$ cat src/rtl/lu_new.sv
// Shared LU accelerator constants and the block-sender FSM state type.
package lu_new;

  localparam int unsigned BSIZE         = 64;
  localparam int unsigned BWORDSMEM     = 512;
  localparam int unsigned BWORDSMEMBITS = 9;
  localparam int unsigned CACHE_AWIDTH  = 12;
  localparam int unsigned CACHE_DWIDTH  = 256;
  localparam int unsigned NET_DWIDTH    = 256;

  typedef enum logic [1:0] {
    BS_IDLE,
    BS_RUN,
    BS_DRAIN
  } t_blk_send_state;

endpackage

$ cat src/rtl/lu_sfifo.sv
// Synchronous skid FIFO with registered empty flag and occupancy count.
module lu_sfifo #(
  parameter int unsigned WIDTH = 8,
  parameter int unsigned DEPTH = 4
) (
  input  logic                     clk,
  input  logic                     reset,
  input  logic                     wr_en_i,
  input  logic [WIDTH-1:0]         wr_data_i,
  input  logic                     rd_en_i,
  output logic [WIDTH-1:0]         rd_data_o,
  output logic                     empty_o,
  output logic [$clog2(DEPTH):0]   count_o
);

  localparam int unsigned AW = $clog2(DEPTH);

  logic [WIDTH-1:0] mem_q [DEPTH];
  logic [AW-1:0]    wr_ptr_q, rd_ptr_q;
  logic [AW:0]      count_q, count_d;
  logic             empty_q;
  logic             do_wr, do_rd;

  assign do_rd   = rd_en_i && !empty_q;
  assign do_wr   = wr_en_i && ((count_q != (AW+1)'(DEPTH)) || do_rd);
  assign count_d = count_q + (AW+1)'(do_wr) - (AW+1)'(do_rd);

  always_ff @(posedge clk) begin
    if (reset) begin
      wr_ptr_q <= '0;
      rd_ptr_q <= '0;
      count_q  <= '0;
      empty_q  <= 1'b1;
    end else begin
      if (do_wr) wr_ptr_q <= wr_ptr_q + 1'b1;
      if (do_rd) rd_ptr_q <= rd_ptr_q + 1'b1;
      count_q <= count_d;
      empty_q <= (count_d == '0);
    end
  end

  always_ff @(posedge clk) begin
    if (do_wr) mem_q[wr_ptr_q] <= wr_data_i;
  end

  assign rd_data_o = mem_q[rd_ptr_q];
  assign empty_o   = empty_q;
  assign count_o   = count_q;

endmodule

$ cat src/rtl/lu_blk_sender.sv
// Streams one LU block from the cache to the network, credit-limited so the
// fixed-latency read pipeline can never overrun the output skid FIFO.
module lu_blk_sender
  import lu_new::*;
#(
  parameter int unsigned FIFO_DEPTH = 4,
  parameter int unsigned RD_LAT     = 2
) (
  input  logic                    clk,
  input  logic                    reset,
  input  logic                    cmd_valid,
  output logic                    cmd_ready,
  input  logic [CACHE_AWIDTH-1:0] cmd_base,
  output logic                    cache_rd_en,
  output logic [CACHE_AWIDTH-1:0] cache_rd_addr,
  input  logic [CACHE_DWIDTH-1:0] cache_rd_data,
  output logic                    net_valid,
  input  logic                    net_ready,
  output logic [NET_DWIDTH-1:0]   net_data,
  output logic                    net_sop,
  output logic                    net_eop,
  output logic                    busy
);

  localparam int unsigned CW = $clog2(FIFO_DEPTH) + 1;

  t_blk_send_state          state_q, state_d;
  logic [CACHE_AWIDTH-1:0]  base_q, base_d;
  logic [BWORDSMEMBITS:0]   rd_cnt_q, rd_cnt_d;
  logic [BWORDSMEMBITS-1:0] out_cnt_q, out_cnt_d;
  logic [RD_LAT-1:0]        vld_q, vld_d;

  logic          cmd_fire, pop, push, last_rd, credit, fifo_empty;
  logic [CW-1:0] fifo_cnt;
  logic [CW:0]   inflight, used;

  assign cmd_fire = cmd_valid && cmd_ready;
  assign pop      = net_valid && net_ready;
  assign push     = vld_q[RD_LAT-1];
  assign last_rd  = cache_rd_en && (rd_cnt_q == (BWORDSMEMBITS+1)'(BWORDSMEM - 1));

  // A word leaving the FIFO this cycle already counts as a free slot.
  always_comb begin
    inflight = '0;
    for (int unsigned i = 0; i < RD_LAT; i++) begin
      inflight = inflight + (CW+1)'(vld_q[i]);
    end
    used   = inflight + {1'b0, fifo_cnt} - (CW+1)'(pop);
    credit = (used < (CW+1)'(FIFO_DEPTH));
  end

  always_ff @(posedge clk) begin
    if (reset) state_q <= BS_IDLE;
    else       state_q <= state_d;
  end

  always_comb begin
    state_d = state_q;
    unique case (state_q)
      BS_IDLE:  if (cmd_fire)          state_d = BS_RUN;
      BS_RUN:   if (last_rd)           state_d = BS_DRAIN;
      BS_DRAIN: if (pop && net_eop)    state_d = BS_IDLE;
      default:                         state_d = BS_IDLE;
    endcase
  end

  always_comb begin
    cmd_ready   = (state_q == BS_IDLE);
    busy        = (state_q != BS_IDLE);
    cache_rd_en = (state_q == BS_RUN) && credit;
  end

  always_comb begin
    base_d    = base_q;
    rd_cnt_d  = rd_cnt_q + (BWORDSMEMBITS+1)'(cache_rd_en);
    out_cnt_d = out_cnt_q + BWORDSMEMBITS'(pop);
    if (cmd_fire) begin
      base_d    = cmd_base;
      rd_cnt_d  = '0;
      out_cnt_d = '0;
    end
    vld_d    = '0;
    vld_d[0] = cache_rd_en;
    for (int unsigned i = 1; i < RD_LAT; i++) begin
      vld_d[i] = vld_q[i-1];
    end
  end

  always_ff @(posedge clk) begin
    if (reset) begin
      base_q    <= '0;
      rd_cnt_q  <= '0;
      out_cnt_q <= '0;
      vld_q     <= '0;
    end else begin
      base_q    <= base_d;
      rd_cnt_q  <= rd_cnt_d;
      out_cnt_q <= out_cnt_d;
      vld_q     <= vld_d;
    end
  end

  assign cache_rd_addr = base_q + CACHE_AWIDTH'(rd_cnt_q);

  lu_sfifo #(
    .WIDTH (CACHE_DWIDTH),
    .DEPTH (FIFO_DEPTH)
  ) u_fifo (
    .clk       (clk),
    .reset     (reset),
    .wr_en_i   (push),
    .wr_data_i (cache_rd_data),
    .rd_en_i   (pop),
    .rd_data_o (net_data),
    .empty_o   (fifo_empty),
    .count_o   (fifo_cnt)
  );

  assign net_valid = !fifo_empty;
  assign net_sop   = net_valid && (out_cnt_q == '0);
  assign net_eop   = net_valid && (out_cnt_q == BWORDSMEMBITS'(BWORDSMEM - 1));

endmodule

$ cat config.mk
export PLATFORM = sky130hd
export DESIGN_NAME = lu_blk_sender
export DESIGN_NICKNAME = d
export VERILOG_FILES = /design/src/rtl/lu_new.sv /design/src/rtl/lu_sfifo.sv /design/src/rtl/lu_blk_sender.sv
export SDC_FILE = /design/constraint.sdc
export NUM_CORES = 1
export LEC_CHECK = 0
export CAP_MARGIN = 20
export CORE_MARGIN = 1
export CORE_UTILIZATION = 54
export DETAILED_ROUTE_END_ITERATION = 12
export PLACE_DENSITY = 0.79
export SLEW_MARGIN = 15
export SYNTH_ARGS = -nofsm -noshare
export SYNTH_HDL_FRONTEND = slang
export SYNTH_SLANG_ARGS = --single-unit
$ cat constraint.sdc
create_clock -name clk -period 10.6 [get_ports clk]
set_input_delay 1.59 -clock clk [delete_from_list [all_inputs] [get_ports clk]]
set_output_delay 1.59 -clock clk [all_outputs]
set_load 0.02 [all_outputs]
Yosys cells after proc, flatten, opt, wreduce, memory -nomap -nowiden
Memories as Yosys holds them, arrays and structs flattened. A register that Yosys moved wholly into a read port is not among the register bits.
Cells that the tools add are included.
- reduce and logical (&&, ||, !) cells: 17
- magnitude comparators: 1
- muxes and demuxes: 8
- eq/ne operators: 8
- add/sub/neg operators: 10
- operator list (operator ; number):
    12-bit by 10-bit adder with 12-bit output ; 1
    10-bit by 1-bit adder with 10-bit output ; 1
    10-bit by 9-bit equality test with 1-bit output (second input constant) ; 1
    2-bit 2-to-1 mux ; 5
    9-bit by 1-bit adder with 9-bit output ; 1
    9-bit equality test (second input constant) ; 1
    1-bit logical AND ; 9
    9-bit logical NOT ; 1
    2-bit one-hot mux with 3 select lines ; 1
    2-bit by 1-bit adder with 2-bit output (second input constant) ; 2
    2-bit by 3-bit adder with 4-bit output ; 1
    4-bit by 3-bit less-than comparator with 1-bit output (second input constant) ; 1
    2-bit inequality test (second input constant) ; 2
    4-bit by 1-bit subtractor with 4-bit output ; 1
    3-bit by 1-bit adder with 3-bit output ; 1
    3-bit logical NOT ; 1
    3-bit inequality test (second input constant) ; 1
    3-bit AND reduction ; 1
    3-bit by 1-bit subtractor with 3-bit output ; 1
    1-bit by 1-bit adder with 2-bit output ; 1
    2-bit by 1-bit equality test with 1-bit output (second input constant) ; 1
    2-bit equality test (second input constant) ; 1
    2-bit logical NOT ; 1
    1-bit 2-to-1 mux ; 2
    5 further kinds ; 5
- bits in registers: 43
- logic and storage cells: 54
- memories: 1
- bits in writable memories: 1024
- memory list (memory ; depth ; bits a word ; read ports ; clocked after Yosys merged registers in ; wr ports ; RTL line ; RTL):
    u_fifo.mem_q ; 4 ; 256 ; 1 ; 1 ; 1 ; lu_sfifo.sv:18 ; logic [WIDTH-1:0] mem_q [DEPTH];

Depth between registers and ports, before layout
Gate-level depths: netlist (run 1).
- depth in word-level cells: 8
- gate-level depth with buffers: 13
- depth with buffers taken out: 12

Hierarchy
Synthesis (run 1) repeated with hierarchy kept, for this count alone.
- cell total of the unflattened synthesis: 1628
- area, all modules: 39678.1 sq um
- by module, submodules not included (module ; instances ; sequential area each (sq um) ; cells each ; area an instance (sq um)):
    lu_sfifo ; 1 ; 30949.7 ; 1392 ; 37711.2
    lu_blk_sender ; 1 ; 700.7 ; 236 ; 1966.9

Least setup slack after synthesis (run 1)
OpenSTA, ideal clock, no wires.
- kind: in2reg
- from: input net_ready
- to: memory u_fifo.mem_q[0][0] (netlist bit), enable pin
- data required time: 9.951 ns
- path slack: 1.966 ns
- stages on the path: 4
- arrival time: 7.985 ns
- path through: nor2b_1 > buf_6 > o41a_1 > and2_1
- longest elaborated chain between the ends: 6
- RTL lines (element ; RTL line ; RTL):
    start: declaration ; lu_blk_sender.sv:18 ; input logic net_ready,
    1-bit logical AND ; lu_blk_sender.sv:38 ; assign pop = net_valid && net_ready;
    1-bit logical AND ; lu_sfifo.sv:24 ; assign do_rd = rd_en_i && !empty_q;
    via u_fifo.do_rd ; lu_sfifo.sv:22 ; logic do_wr, do_rd;
    1-bit logical OR ; lu_sfifo.sv:25 ; assign do_wr = wr_en_i && ((count_q != (AW+1)'(DEPTH)) || do_rd);
    1-bit logical AND ; lu_sfifo.sv:25 ;
    via u_fifo.do_wr ; lu_sfifo.sv:22 ;
    1-bit 2-to-1 mux ; lu_sfifo.sv:43 ; if (do_wr) mem_q[wr_ptr_q] <= wr_data_i;
    1-bit 2-to-1 mux (implied by the code) ; lu_sfifo.sv:43 ;
    end: declaration ; lu_sfifo.sv:18 ;
The timed path passes the listed nets, and every way through them passes these cells.

Worst setup path in the final report (run 1)
- from: input net_ready
- to: output cache_rd_en
- longest elaborated chain between the ends: 4
- RTL lines (element ; RTL line ; RTL):
    1-bit logical AND ; lu_blk_sender.sv:38 ;
    4-bit by 1-bit subtractor with 4-bit output ; lu_blk_sender.sv:48 ; used = inflight + {1'b0, fifo_cnt} - (CW+1)'(pop);
    4-bit by 3-bit less-than comparator with 1-bit output ; lu_blk_sender.sv:49 ; credit = (used < (CW+1)'(FIFO_DEPTH));
    1-bit logical AND ; lu_blk_sender.sv:70 ; cache_rd_en = (state_q == BS_RUN) && credit;
    end: declaration ; lu_blk_sender.sv:14 ; output logic cache_rd_en,
Every way passes these cells.

==> reports/metrics.yaml, run 1 <==
timing:
  layout_worst_path_cycle_share_pct: 56.4
  report.final.slew_viol_count: 0
  rsz0062_at_grt: "no"
  fin_setup_tns_ns: 0
  setup_viol: 0
  fin_crit_ns: 5.98
  tightest_slew_ns: 1.04
  maxSlewHeadroom_pct: 30.6
  timing.final.ws_setup_ns: 4.62
  fmax_mhz: 167
  finClkSkew_ns: 0.0210
  fin_hold_ws_ns: 0.458
  hold_viol: 0
worst_setup_path:
  worstSetupPathType: "input port to output pin"
  rrSetupSlack_ns: 7.07
  worst_setup_path_start_kind: "input port"
  required_ns: 9.01
  reg2reg_from: "u_fifo.empty_o$_SDFF_PP1_"
  cp.arrival_ns: 4.39
  critPathCaptureType: "output pin"
  reg2reg_depth: 4
  timing.rr.end: "u_fifo.mem_q[0][179]$_DFFE_PP_"
  critical_path.endpoint: "cache_rd_en"
  crit_fanout: 9
  worstSetupStartpoint: "net_ready"
synthesis:
  yosys.area.top_type_share_pct: 78.1
  synth_area_sq_um: 39400
  seq_area_frac_synth_pct: 80.4
  synth_area_per_cell_sq_um: 24.4
  syn_inst: 1615
  synth_most_common_cell: "edfxtp_1"
  async_reset_ff_share_pct: 0
  synth_edf_count: 1024
  synthTopCellsByCount: "1024 x edfxtp_1, 256 x mux4_2, 45 x dfxtp_1, 34 x nor2_1, 31 x nand2_1"
  synth_warnings: 0
  synth-seq-cells: 1069
  yosysTopAreaCell: "edfxtp_1"
  synth_cell_types: 48
  synthTopCellsByArea: "edfxtp_1 78%, mux4_2 15%, dfxtp_1 2.3%, buf_6 0.80%, ha_1 0.70%"
  synth_nets: 1911
  ys.flop_type: "edfxtp_1"
layout:
  syn_to_final_growth_pct: 25.2
  fill_cells: 4324
  final_nets: 2514
  utilization_pct: 68.6
  multiInputGateArea_sq_um: 7190
  final_cells: 3267
  fin_area_sq_um: 49300
  seq_area_sq_um: 31700
  layout-drive-gt1-share_pct: 19.4
route:
  wl_met2_mm: 44.0
  num_vias: 18600
  wl_per_cell_um: 25.8
  drc: 0
  met1_length_mm: 30.4
  route.met3.wl_mm: 6.51
  drtPass1Iterations: 5
  top_layer_used: "met5"
  via_per_inst: 5.70
  wl_mm: 84.2
  first_iter_violations: 1179
  antenna_left: 0
power:
  finalPower_mw: 10.1
  p_per_area_nw_per_um2: 204
  max-vdd-ir-drop_mv: 0.289
  leakagePower_nw: 15.5
hold_path:
  hold_path.class: "flip-flop to flip-flop"
  worstHoldPathCells: 1
global_route:
  grt_pass1_wl_mm: 124
  grt_pass1_vias: 19900
  grt_max_degree: 147
  overflow: 0
  antenna_found_initial: 22
  grt_usage_pct: 22.8
floorplanning:
  io_pins: 546
  initial_utilization_pct: 54.8
  dieHeight_um: 272
  chipWidth_um: 272
  rows: 98
  die-area_sq_um: 74000
  core_sq_um: 71900
place:
  numPlacedInstances: 3060
  portBuffers: 545
  place_ws_ns: 4.61
  routabilityCongestion: 0.811
  place_area_sq_um: 45700
  dpl.hpwl_mm: 50.9
clock_network:
  path_clk_slew_ns: 0.06
  post_cts_buffers: 0
  ctsHoldBuffers: 0
  clk_latency_ns: 0.65
  cts_root_buffer: "clkbuf_16"
  cts_sinks: 1069
  cts_buffer_depth: 3
  cts_buffers: 106
  cts_tree: "yes"
  htree_levels: 3
  post_cts_resize_count: 0
run:
  maxCapViolCount: 0
run_status:
  outcome: "complete, no violations"
## layout by cell type, fill, tap and decap left out, types with 3 or more instances in the layout
cell type	instances
clkbuf_8	5
nand2b_1	3
bufinv_16	11
clkdlybuf4s50_1	545
inv_1	16
diode_2	12
a21oi_1	21
buf_12	6
clkinvlp_4	5
clkbuf_16	108
clkbuf_1	12
edfxtp_1	1024
nor3_1	4
mux2i_1	3
dfxtp_1	43
o21a_1	5
and2_4	4
buf_4	9
clkinv_2	26
xor2_1	14
o21ai_0	4
nor2b_1	3
mux4_2	256
nand3_1	8
ha_1	22
a21o_1	4
nor2_1	34
clkinv_1	19
nand2_1	31
and2_1	5
xnor2_1	13
## where the power goes
| group | internal, mW | switching (mW) |
|---|---|---|
| Sequential | 4.70 | 0.0454 |
| Clock | 2.17 | 1.54 |
| Combinational | 0.806 | 0.784 |
| Total | 7.68 | 2.37 |
## state kept, by name, indices dropped and copies added, names as in the netlist, named ones only
| signal | flops |
|---|---|
| u_fifo.mem_q | 1024 |
| out_cnt_q | 9 |
| state_q | 2 |
| base_q | 12 |
| u_fifo.count_o | 3 |
| u_fifo.rd_ptr_q | 2 |
| u_fifo.wr_ptr_q | 2 |
| u_fifo.empty_o | 1 |
| rd_cnt_q | 10 |
| vld_q | 2 |
## critical path: stages
cell and delay [ns]:
clkdlybuf4s50_1 0.47, nor2b_1 0.55, xor2_1 0.15, ha_1 0.31, a21o_1 0.16, a21oi_1 0.16
mux2i_1 0.31, inv_1 0.10, clkdlybuf4s50_1 0.59
## layout make-up
type                            instances  share of cell area (%)
Antenna cell                           12                  0.0609
Sequential cell                      1069                    64.2
Timing Repair Buffer                  560                    11.4
Inverter                               16                   0.122
Clock buffer                          126                    5.72
Multi-Input combinational cell        465                    14.6
Clock inverter                         69                    1.42
Tap cell                              950                    2.41
## worst min path at each step
stage / from / endpoint / slack, ns
6_report: state_q[1]$_SDFFE_PP0P_ / state_q[0]$_SDFFE_PP0P_ / 0.46
5_1_grt: state_q[1]$_SDFFE_PP0P_ / state_q[0]$_SDFFE_PP0P_ / 0.48
4_1_cts: state_q[1]$_SDFFE_PP0P_ / state_q[0]$_SDFFE_PP0P_ / 0.46
3_5_place_dp: state_q[1]$_SDFFE_PP0P_ / state_q[0]$_SDFFE_PP0P_ / 0.45
3_3_place_gp: state_q[1]$_SDFFE_PP0P_ / state_q[0]$_SDFFE_PP0P_ / 0.43
2_1_floorplan: state_q[1]$_SDFFE_PP0P_ / state_q[0]$_SDFFE_PP0P_ / 0.41
## metal layers
layer / global-route usage, % / vias up
met5: 0 / -
met4: 10.2 / 20
met3: 6.46 / 172
met2: 38.7 / 689
met1: 27.2 / 9677
li1: - / 8053
## logic make-up after synthesis
| kind of cell | Yosys count | synth area share [%] |
|---|---|---|
| flops | 1069 | 80.4 |
| mux | 259 | 14.7 |
| simple gates | 107 | 1.31 |
| buf+inv | 81 | 1.40 |
| compound gates | 48 | 0.804 |
| xor+xnor | 27 | 0.601 |
| fa+ha+maj | 24 | 0.801 |
Note: power is estimated with default switching activity, not from simulation.
==> run 2: changes to the inputs <==
Clock period 10.6 ns to 6.1 ns, I/O delays scaled along.
==> run 2 against run 1 <==
Clock-buffer cell count grew 1. Final cell count grew 0.12%. Via count grew 0.49%. Cell area shrank 0.34%. Total power grew 69%.
==> reports/metrics.yaml, run 2 (synthesis gave the netlist of run 1 again) <==
worst_setup_path:
  crit_chain: "clkdlybuf4s50_1 > nor2b_1 > xor2_1 > ha_1 > a21o_1 > a21oi_1 > mux2i_1 > inv_1 > clkdlybuf4s50_1"
  crit_fanout: 9
  required_ns: 5.18
  worst_setup_path_start_kind: "input port"
  timing.rr.end: "u_fifo.mem_q[3][148]$_DFFE_PP_"
  rrSetupSlack_ns: 2.85
  cpMostUsedCell: "clkdlybuf4s50_1"
  cp.arrival_ns: 3.78
  critical_path.endpoint: "cache_rd_en"
  reg2reg_depth: 4
  cpPeakStageDelay_ns: 0.61
  reg2reg_from: "u_fifo.empty_o$_SDFF_PP1_"
  slowest_stage: "nor2b_1"
  critPathCaptureType: "output pin"
  worstSetupPathType: "input port to output pin"
  worstSetupStartpoint: "net_ready"
power:
  leakagePower_nw: 15.5
  max-vdd-ir-drop_mv: 0.332
  finalPower_mw: 16.9
  p_per_area_nw_per_um2: 345
run:
  maxCapViolCount: 0
layout:
  largest_reg_flops: 1024
  regMostFlops: "u_fifo.mem_q"
  utilization_pct: 68.4
  mostFrequentLayoutCells: "1024 x edfxtp_1, 545 x clkdlybuf4s50_1, 256 x mux4_2, 105 x clkbuf_16, 43 x dfxtp_1"
  fill_cells: 4348
  layout-drive-gt1-share_pct: 18.8
  syn_to_final_growth_pct: 24.7
  final_nets: 2523
  layout.cells.most_common: "edfxtp_1"
  reg_top3: "u_fifo.mem_q x1024, base_q x12, rd_cnt_q x10"
timing:
  setup_viol: 0
  maxSlewHeadroom_pct: 31.9
  report.final.slew_viol_count: 0
  finClkSkew_ns: 0.0213
  rsz0062_at_grt: "no"
  fin_hold_ws_ns: 0.449
  timing.final.ws_setup_ns: 1.41
  fin_setup_tns_ns: 0
  hold_viol: 0
  tightest_slew_ns: 1.02
  fmax_mhz: 213
  layout_worst_path_cycle_share_pct: 76.9
  fin_crit_ns: 4.69
clock_network:
  cts_buffer_depth: 3
  path_clk_slew_ns: 0.06
  post_cts_buffers: 0
  clk_latency_ns: 0.65
  cts_buffers: 104
  ctsHoldBuffers: 0
  post_cts_resize_count: 0
  cts_tree: "yes"
  cts_sinks: 1069
  cts_root_buffer: "clkbuf_16"
  htree_levels: 3
floorplanning:
  die-area_sq_um: 74000
  initial_utilization_pct: 54.8
  rows: 98
  chipWidth_um: 272
  dieHeight_um: 272
  core_sq_um: 71900
  io_pins: 546
global_route:
  grt_usage_pct: 22.6
  grt_use_met1_pct: 27.8
  overflow: 0
  grt_pass1_wl_mm: 123
  antenna_found_initial: 27
  grt_max_degree: 113
  grt_pass1_vias: 19800
  use_met2_pct: 38.3
  busiest_layer: "met2"
  grtUsageMet3_pct: 5.75
hold_path:
  hold_path.class: "flip-flop to flip-flop"
route:
  via_per_inst: 5.72
  antenna_left: 0
  num_vias: 18700
  wl_per_cell_um: 25.6
  drc: 0
  wl_mm: 83.7
  first_iter_violations: 1388
  drtPass1Iterations: 5
run_status:
  outcome: "complete, no violations"
place:
  place_ws_ns: 1.41
  routabilityCongestion: 0.821
  portBuffers: 545
  dpl.hpwl_mm: 51.7
[run 2: per-stage QoR]
stage	area, sq um	instances
5_1_grt	49100	3269
3_5_place_dp	45900	3071
4_1_cts	49100	3253
2_1_floorplan	39400	1615
3_3_place_gp	45900	3071
6_report	49100	3271
[run 2: critical path, delay by kind of cell]
kind / cells / cell delay (ns)
and+or+nand+nor: 1 / 0.61
buffers and inverters: 3 / 1.14
muxes: 1 / 0.30
xor gates and xnor gates: 1 / 0.16
AOI/OAI and AO/OA: 2 / 0.32
adders and majority gates: 1 / 0.31
[run 2: layout make-up]
cell class | count | area (sq um) | share of cell area (%)
sequential | 1069 | 31700 | 64.4
multi-input combinational | 465 | 7190 | 14.6
timing repair buffer | 571 | 5830 | 11.9
clock buffer | 127 | 2730 | 5.56
tap | 950 | 1190 | 2.42
clock inverter | 55 | 427 | 0.869
inverter | 16 | 60.1 | 0.122
antenna | 18 | 45.0 | 0.0917
[run 2: where the power goes]
group | total (mW) | switching, mW | internal [mW]
combinational | 2.76 | 1.34 | 1.42
clock | 5.93 | 2.59 | 3.34
sequential | 8.26 | 0.0958 | 8.16
total | 16.9 | 4.02 | 12.9
[run 2: worst min path at each step]
stage / end / startpoint / cells past startpoint
finish: state_q[0]$_SDFFE_PP0P_ / state_q[1]$_SDFFE_PP0P_ / 1
global route: state_q[0]$_SDFFE_PP0P_ / state_q[1]$_SDFFE_PP0P_ / 1
CTS: state_q[0]$_SDFFE_PP0P_ / state_q[1]$_SDFFE_PP0P_ / 1
detailed placement: state_q[0]$_SDFFE_PP0P_ / state_q[1]$_SDFFE_PP0P_ / 1
global placement: state_q[0]$_SDFFE_PP0P_ / state_q[1]$_SDFFE_PP0P_ / 1
floorplan: state_q[0]$_SDFFE_PP0P_ / state_q[1]$_SDFFE_PP0P_ / 1
[run 2: per-layer routing]
metal	share of wire (%)	routed length (um)	vias to the layer above
met5	0.12	100	-
met4	3.4	2810	16
met3	7.3	6120	154
met2	53	44000	713
met1	37	30700	9759
li1	-	-	8060
==> run 3: changes to the inputs <==
Clock period 6.1 ns to 4.5 ns, I/O delays scaled along.
==> run 3 against run 2 <==
Global-route usage is 0.85 points higher. Worst setup slack worse by 0.77 ns. Total power is 39% higher. Clock-buffer cell count is 3 lower.
==> reports/metrics.yaml, run 3 (synthesis gave the netlist of run 1 again) <==
timing:
  timing.final.ws_setup_ns: 0.639
  tightest_slew_ns: 1.04
  setup_viol: 0
  maxSlewHeadroom_pct: 30.6
  fmax_mhz: 259
  layout_worst_path_cycle_share_pct: 85.8
  report.final.slew_viol_count: 0
  rsz0062_at_grt: "no"
  hold_viol: 0
  finClkSkew_ns: 0.0226
  fin_crit_ns: 3.86
route:
  via_per_inst: 5.70
  wl_mm: 86.6
  antenna_left: 0
  wl_per_cell_um: 26.1
  drtPass1Iterations: 5
  num_vias: 18900
  first_iter_violations: 1438
  drc: 0
worst_setup_path:
  cp.arrival_ns: 3.19
  slowest_stage: "clkdlybuf4s50_1"
  worstSetupPathType: "input port to output pin"
  worst_setup_path_start_kind: "input port"
  timing.rr.end: "rd_cnt_q[6]$_SDFF_PP0_"
  cpPeakStageDelay_ns: 0.56
  crit_fanout: 3
  reg2reg_from: "u_fifo.empty_o$_SDFF_PP1_"
  crit_cells: 9
  reg2reg_depth: 12
  rrSetupSlack_ns: 1.72
  crit_buf_inv: 3
  cpMostUsedCell: "clkdlybuf4s50_1"
  crit_chain: "clkdlybuf4s50_1 > nor2b_1 > xor2_1 > ha_1 > a21o_1 > a21oi_1 > mux2i_1 > inv_1 > clkdlybuf4s50_1"
  required_ns: 3.83
  cpLargestDelayFamily: "buffers and inverters"
  critPathCaptureType: "output pin"
hold_path:
  holdPathEnd: "state_q[0]$_SDFFE_PP0P_"
  hp-start: "state_q[1]$_SDFFE_PP0P_"
  hold_path.class: "flip-flop to flip-flop"
  worstHoldPathCells: 1
layout:
  fill_cells: 4212
  largest_reg_flops: 1024
  mostFrequentLayoutCells: "1024 x edfxtp_1, 545 x clkdlybuf4s50_1, 256 x mux4_2, 107 x clkbuf_16, 43 x dfxtp_1"
  layout-drive-gt1-share_pct: 20.8
  layout.cells.most_common: "edfxtp_1"
  final_nets: 2561
  syn_to_final_growth_pct: 26.5
  regMostFlops: "u_fifo.mem_q"
  reg_top3: "u_fifo.mem_q x1024, base_q x12, rd_cnt_q x10"
  utilization_pct: 69.4
run_status:
  outcome: "complete, no violations"
power:
  leakagePower_nw: 15.8
  max-vdd-ir-drop_mv: 0.321
  finalPower_mw: 23.5
  p_per_area_nw_per_um2: 471
run:
  maxCapViolCount: 0
global_route:
  antenna_found_initial: 26
  grt_pass1_vias: 20100
  grt_max_degree: 82
  grt_usage_pct: 23.5
  grt_pass1_wl_mm: 127
  overflow: 0
clock_network:
  ctsHoldBuffers: 0
  cts_buffers: 105
  clk_latency_ns: 0.65
  htree_levels: 3
  cts_tree: "yes"
  path_clk_slew_ns: 0.07
  post_cts_resize_count: 0
  post_cts_buffers: 0
  cts_sinks: 1069
  cts_root_buffer: "clkbuf_16"
  cts_buffer_depth: 3
floorplanning:
  die-area_sq_um: 74000
  initial_utilization_pct: 54.8
  core_sq_um: 71900
  chipWidth_um: 272
  rows: 98
  io_pins: 546
  dieHeight_um: 272
place:
  routabilityCongestion: 0.841
  dpl.hpwl_mm: 55.8
  place_ws_ns: 0.666
  portBuffers: 545
==> run 3: where the power goes <==
group          switching, mW  internal, mW  leakage [nW]  total (mW)
registers              0.102          11.1          9.58        11.2
clock network           3.57          4.87          1.68        8.44
logic                   1.89          1.99          4.56        3.88
==> run 3: through the flow <==
stage | TNS (ns) | std cells | hold WS (ns) | instance area (sq um)
2_1_floorplan | -348.15 | 1615 | 0.413 | 39400
4_1_cts | 0 | 3302 | 0.448 | 49800
3_3_place_gp | 0 | 3108 | 0.430 | 46400
3_5_place_dp | 0 | 3108 | 0.438 | 46400
5_1_grt | 0 | 3315 | 0.480 | 49800
6_report | 0 | 3321 | 0.447 | 49800
==> run 3: worst max path at each step <==
stage / start / endpoint / slack (ns)
floorplan: net_ready / u_fifo.mem_q[0][0]$_DFFE_PP_ / -0.34
global placement: net_ready / cache_rd_en / 0.68
detailed placement: net_ready / cache_rd_en / 0.67
CTS: flip-flop / net_data[104] / 0.62
global route: net_ready / cache_rd_en / 0.51
finish: net_ready / cache_rd_en / 0.64
==> run 3: final cells by class <==
type / count / area, sq um / share of cell area, %
clock buffers: 124 / 2780 / 5.58
inverters: 16 / 60.1 / 0.121
diodes: 19 / 47.5 / 0.0954
multi-input cells: 465 / 7190 / 14.4
flip-flops and latches: 1069 / 31700 / 63.5
clock inverters: 70 / 594 / 1.19
repair buffers: 608 / 6320 / 12.7
well taps: 950 / 1190 / 2.39
==> run 3: metal layers <==
metal | GRT usage [%] | vias up | part of all wire, %
li1 | - | 8161 | -
met1 | 28.5 | 9848 | 36
met2 | 40.0 | 736 | 52
met3 | 6.38 | 164 | 8.0
met4 | 9.73 | 16 | 3.5
met5 | 0 | - | 0.12
